File: src/rtl/fetch_stage.sv
// LEGv8 instruction-fetch front end: owns the PC, drives instruction memory and
// fills the IF/ID register. Includes a boot/run/halt controller and a fetch counter.
module fetch_stage #(
  parameter logic [63:0] RESET_PC   = 64'h0,
  parameter logic [31:0] NOP_INSTR  = 32'hD503201F,
  parameter logic [31:0] HALT_INSTR = 32'hD4400000
) (
  input  logic        clk,
  input  logic        reset,
  output logic [63:0] imem_addr,
  input  logic [31:0] imem_instr,
  input  logic        stall,
  input  logic        flush,
  input  logic        br_taken,
  input  logic [63:0] br_target,
  output logic [63:0] if_id_pc,
  output logic [31:0] if_id_instr,
  output logic        if_id_valid,
  output logic        halted,
  output logic        misalign_err,
  output logic [31:0] fetch_count
);

  typedef enum logic [1:0] {
    BOOT   = 2'd0,
    RUN    = 2'd1,
    HALTED = 2'd2
  } state_t;

  state_t      state;
  logic [63:0] pc;

  assign imem_addr = pc;

  // NOTE: every register below is assigned with <= so all state updates see
  // the values from before the clock edge, regardless of statement order.
  always_ff @(posedge clk) begin
    if (reset) begin
      state        <= BOOT;
      pc           <= RESET_PC;
      if_id_pc     <= 64'h0;
      if_id_instr  <= NOP_INSTR;
      if_id_valid  <= 1'b0;
      halted       <= 1'b0;
      misalign_err <= 1'b0;
      fetch_count  <= 32'h0;
    end else begin
      unique case (state)
        BOOT: begin
          // One settle cycle for the instruction memory before the first fetch.
          if_id_instr <= NOP_INSTR;
          if_id_valid <= 1'b0;
          state       <= RUN;
        end

        RUN: begin
          if (br_taken) begin
            pc          <= {br_target[63:2], 2'b00};
            if_id_instr <= NOP_INSTR;
            if_id_valid <= 1'b0;
            if (br_target[1:0] != 2'b00) misalign_err <= 1'b1;
          end else if (flush) begin
            if_id_instr <= NOP_INSTR;
            if_id_valid <= 1'b0;
          end else if (stall) begin
            // Hold PC, IF/ID and the counter.
          end else if (imem_instr == HALT_INSTR) begin
            // The halt word is swallowed here and never reaches decode.
            if_id_instr <= NOP_INSTR;
            if_id_valid <= 1'b0;
            halted      <= 1'b1;
            state       <= HALTED;
          end else begin
            if_id_pc    <= pc;
            if_id_instr <= imem_instr;
            if_id_valid <= 1'b1;
            pc          <= pc + 64'd4;
            fetch_count <= fetch_count + 32'd1;
          end
        end

        HALTED: begin
          // A resolved older branch means the halt word was on the wrong path.
          if (br_taken) begin
            pc     <= {br_target[63:2], 2'b00};
            halted <= 1'b0;
            state  <= RUN;
            if (br_target[1:0] != 2'b00) misalign_err <= 1'b1;
          end
        end

        default: state <= BOOT;
      endcase
    end
  end

endmodule

File: config.mk
export PLATFORM = sky130hd
export DESIGN_NAME = fetch_stage
export DESIGN_NICKNAME = d
export VERILOG_FILES = /design/src/rtl/fetch_stage.sv
export SDC_FILE = /design/constraint.sdc
export NUM_CORES = 1
export LEC_CHECK = 0
export ABC_AREA = 1
export CORE_MARGIN = 8
export CORE_UTILIZATION = 49
export DETAILED_ROUTE_END_ITERATION = 10
export PLACE_DENSITY = 0.82
export SYNTH_ARGS = -nofsm -noshare
export SYNTH_HDL_FRONTEND = slang
export SYNTH_SLANG_ARGS = --single-unit
File: constraint.sdc
create_clock -name clk -period 2.05 [get_ports clk]
set_input_delay 0.3075 -clock clk [delete_from_list [all_inputs] [get_ports clk]]
set_output_delay 0.3075 -clock clk [all_outputs]
set_load 0.05 [all_outputs]
======== Word-level counts from Yosys, hierarchy flattened ========
Cells that the tools add are included.
storage, ports and cells
  flip-flop bits (word level) ............. 197
  input bits .............................. 101
  output and inout port bits .............. 195
  logic and storage cells ................. 65
cells by class
  add/sub/neg operators ................... 2
  equality and inequality tests ........... 12
  mux-type cells .......................... 28
  bitwise operators ....................... 4
  reduce and logical (&&, ||, !) cells .... 11
operator list
  operator                 number
  $mux W64                 5
  $mux W32                 4
  $pmux W64 S2             1
  $add A64 B3 Y64 const B  1
  $pmux W32 S2             1
  $add A32 B1 Y32 const B  1
  $eq A32 B32 Y1 const B   1
  $reduce_and A5 Y1        3
  $mux W2                  5
  $ne A2 B2 Y1 const B     5
  $mux W1                  9
  $ne A3 B3 Y1 const B     3
  $pmux W2 S3              1
  $reduce_and A6 Y1        1
  $reduce_bool A2 Y1       3
  $ne A4 B4 Y1 const B     1
  $not A1 Y1               4
  $pmux W1 S2              2
  $reduce_and A3 Y1        1
  $eq A2 B1 Y1 const B     1
  $eq A2 B2 Y1 const B     1
  $logic_not A2 Y1         1
  $reduce_and A2 Y1        1
  $reduce_or A2 Y1         1

======== Logic depth before layout (Yosys ltp) ========
  depth in word-level cells ............... 6
  mapped depth ............................ 13
  mapped depth without buffers ............ 12

======== Worst setup path after synthesis ========
Ideal clock, no wire load.
  path kind ............................... reg2reg
  from .................................... reg pc[2] (netlist: imem_addr[2])
  to ...................................... reg pc[42] (netlist: imem_addr[42])
  setup time .............................. 0.116 ns
  arrival ................................. 1.986 ns
  data required time ...................... 1.934 ns
  slack ................................... -0.053 ns
  stages on the path, launching flop included .. 13
  buffers on the path ..................... 0
  clock period less this slack ............ 2.103 ns
  cells stage by stage .................... dfxtp_1 -> ha_1 -> nand2_1 -> nor2_2 -> nand2_2 -> nor2_4 -> nand2_2 -> nor2_1 -> nand2_1 -> nand3_1 -> nand2_1 -> nor2_1 -> nor2_1
between the ends
  cells in the longest elaborated chain, start to end .. 6
RTL lines
  element                 RTL line  source
  from (decl)             31        logic [63:0] pc;
  from (signal assigned)  58        pc <= {br_target[63:2], 2'b00};
  from (signal assigned)  77        pc <= pc + 64'd4;
  from (signal assigned)  85        pc <= {br_target[63:2], 2'b00};
  $add A64 B3 Y64         77
  $mux W64                67        end else if (imem_instr == HALT_INSTR) begin
  $mux W64                65        end else if (stall) begin
  $mux W64                62        end else if (flush) begin
  $mux W64                57        if (br_taken) begin
  $pmux W64 S2            48        unique case (state)
No other way between the ends. The select of a mux whose other input is x is not followed.
A chain may end at the register's enable or synchronous reset.

======== Worst setup path in the final report ========
  from .................................... reg pc[60] (netlist: imem_addr[60])
  to ...................................... out imem_addr[60]
RTL lines
  element    RTL line  source
  to (decl)  10        output logic [63:0] imem_addr,
No word-level cell between the ends.

==> run_results.csv <==
group,metric,value,unit
place,place_inst,2251,
synthesis,ys_types,37,
global_routing,grt_max_degree,73,
floorplanning,std_cell_rows,53,
global_routing,antenna_found_initial,0,
synthesis,ys_top_cells_by_area,"dfxtp_1 37%, nand2_1 17%, nor2_1 11%, a21oi_1 5.7%, o21ai_0 5.2%",
global_routing,grt_pass1_wl,61.7,mm
clocking,clock-sinks,193,
detailed_routing,via_count,12200,
synthesis,synthCells,1670,
synthesis,syn_area,10500,µm²
place,dp_hpwl,30.8,mm
pwr,power.total,15200,µW
detailed_routing,initialDrtViolationCount,1143,
global_routing,overflow,0,
setup_path,cpPeakStageDelay,0.85,ns
synthesis,synth_seq_cells,193,
clocking,cts_buffer_depth,2,
setup_path,critPathBufInv,1,
setup_path,start_kind,"flip-flop",
global_routing,grt_use_total,29.2,%
layout,drive_gt1_share,10.2,%
place,dpl-instance-area,14100,µm²
synthesis,ys_warn_count,0,
setup_path,reg2reg_to,"imem_addr[61]",
place,io_buffer_count,291,
clocking,cts_made_buffers,17,
synthesis,synth_ff_type,"dfxtp_1",
synthesis,yosys.area.top_type,"dfxtp_1",
floorplanning,die_area,26300,µm²
layout,syn_to_final_growth,41.2,%
setup_path,cp_slowest_cell,"clkdlybuf4s50_1",
floorplanning,ios,296,
setup_path,critPathCaptureType,"primary output",
setup_path,critPathLaunch,"imem_addr[60]",
synthesis,synth_edf_count,0,
detailed_routing,ant_nets,0,
layout,postLayoutCellArea,14800,µm²
timing,min_period,2.00,ns
min_path,hold_class,"primary input to flip-flop",
layout,fillCellCount,1819,
detailed_routing,drt-total-wl,39.6,mm
synthesis,seq_area_frac_synth,36.9,%
setup_path,cp_top_family,"buffers and inverters",
timing,hold_violations,0,
timing,grt_setup_unrepaired,"no",
layout,instances_no_fill,2286,
timing,fmax,499,MHz
detailed_routing,via_per_inst,5.35,
setup_path,crit_chain,"clkdlybuf4s50_1",
clocking,clock_latency,0.44,ns
status,run_status,"finished clean",
floorplanning,core,21000,µm²
setup_path,path_class,"flip-flop to primary output",
setup_path,rrSetupSlack,0.10,ns
layout,num_antenna_cells,0,
timing,maxSlewViolCount,0,
detailed_routing,drt-pass1-iter-count,6,
place,finalWeightedCongestion,0.983,
setup_path,r2r_cells,9,
detailed_routing,drc,0,
clocking,root_buffer,"clkbuf_16",
pwr,power.leakage,0.00613,µW
timing,finClkSkew,0.0154,ns
setup_path,reg2reg_from,"imem_addr[21]",
detailed_routing,post_drt_wl_per_cell,17.3,µm
job,cap_violations,0,
synthesis,synth-async-reset-ratio,0,%
timing,setup_viol,0,
setup_path,path_max_fanout,5,
floorplanning,die_h,162,µm
clocking,cts_tree,"yes",
pwr,ir_drop,0.000602,V
timing,slew_headroom,39.9,%
layout,fin_nets,2104,
synthesis,synth_common_cells,"472 x nand2_1, 299 x nor2_1, 193 x dfxtp_1",
setup_path,cp_num_cells,1,
setup_path,setup.worst_path.end,"imem_addr[60]",
timing,worst_slew_pin_slew,0.902,ns
timing,finalCritPeriodShare,97.8,%
synthesis,syn_avg_cell_area,6.27,µm²
pwr,powerDensity,1030,nW/µm²
min_path,min_from,"reset",
clocking,cts_max_level,4,
global_routing,grt_pass1_vias,11500,
place,dp_slack,-0.106,ns
synthesis,synth.most_common_cell,"nand2_1",
floorplanning,die_w,162,µm
setup_path,critPathArrivalTime,1.70,ns
setup_path,required,1.74,ns
synthesis,synth_top_area_share,36.9,%
clocking,path_clk_slew,0.08,ns
timing,layout_setup_ws,0.0457,ns
floorplanning,start_util,49.8,%
where the power goes:
group | internal, µW | switching [µW] | total (µW)
Sequential | 4300 | 586 | 4890
Combinational | 2320 | 4670 | 6990
Clock | 1670 | 1640 | 3310
cells by family (layout without fill, tap and decap cells):
logic type	after synthesis	after routing	synth area share, %
other	1	4	0.0358
buffers and inverters	213	551	8.53
adders and majority gates	5	5	0.597
AOI/OAI and AO/OA	281	281	13.7
xor gates and xnor gates	35	35	2.93
DFF	193	193	36.9
and+or+nand+nor	942	942	37.3
layer usage:
layer | global-route usage, % | wire length, µm | vias to the layer above
met5 | 0 | 0 | -
li1 | - | - | 5971
met2 | 46.9 | 18100 | 588
met4 | 13.3 | 1530 | 0
met1 | 36.9 | 16400 | 5576
met3 | 6.23 | 3530 | 94
how the worst min path moves through the flow:
stage,to,cells past startpoint
2_1_floorplan,if_id_instr[0],2
3_3_place_gp,halted,2
3_5_place_dp,halted,2
4_1_cts,if_id_instr[1],3
5_1_grt,if_id_instr[1],3
6_report,if_id_instr[0],3
per-stage QoR:
stage                     hold WS [ns]  utilization [%]  setup TNS, ns
after floorplan                  0.438                -              0
after global placement           0.438             67.3          -1.15
after detailed placement         0.445             67.3          -5.95
after CTS                        0.293             69.8              0
after global routing             0.346             70.4              0
final                            0.317             70.4              0
registers in the layout, summed over array words and instances, names as in the netlist:
| register | cells |
|---|---|
| fetch_count | 32 |
| halted | 1 |
| if_id_pc | 62 |
| state | 2 |
| misalign_err | 1 |
| if_id_valid | 1 |
| imem_addr | 62 |
| if_id_instr | 32 |
placed cells by master, fill, tap and decap left out, types with 5 or more instances in the layout:
cell / instances
nand2_1: 469
dlymetal6s2s_1: 23
xnor2_1: 7
o21ai_1: 37
nand3b_1: 9
buf_4: 98
nand2_2: 15
dfxtp_1: 189
nor2_2: 20
nor2_1: 291
inv_2: 5
o21ai_0: 109
a21oi_1: 120
nor3b_1: 5
dlygate4sd2_1: 34
clkbuf_16: 17
clkdlybuf4s50_1: 211
xor2_1: 28
buf_12: 14
o22ai_1: 9
inv_1: 131
nand3_1: 70
ha_1: 5
nand4_1: 25
nor3_1: 21
nor2_4: 9
what timing repair did:
item	4_1_cts	5_1_grt
resized for setup	34	38
setup buffers	0	3
hold buffers	0	0
pin swaps	0	2
setup endpoints to repair	34	43
area by class of cell:
class	count	area (µm²)	share of cell area [%]
inverters	138	520	3.52
clock buffers	20	457	3.09
clock inverters	12	116	0.786
repair buffers	381	3720	25.1
flip-flops and latches	193	3870	26.1
well taps	275	344	2.33
multi-input cells	1267	5770	39.0
No activity file was read; power rests on OpenSTA's default activity.
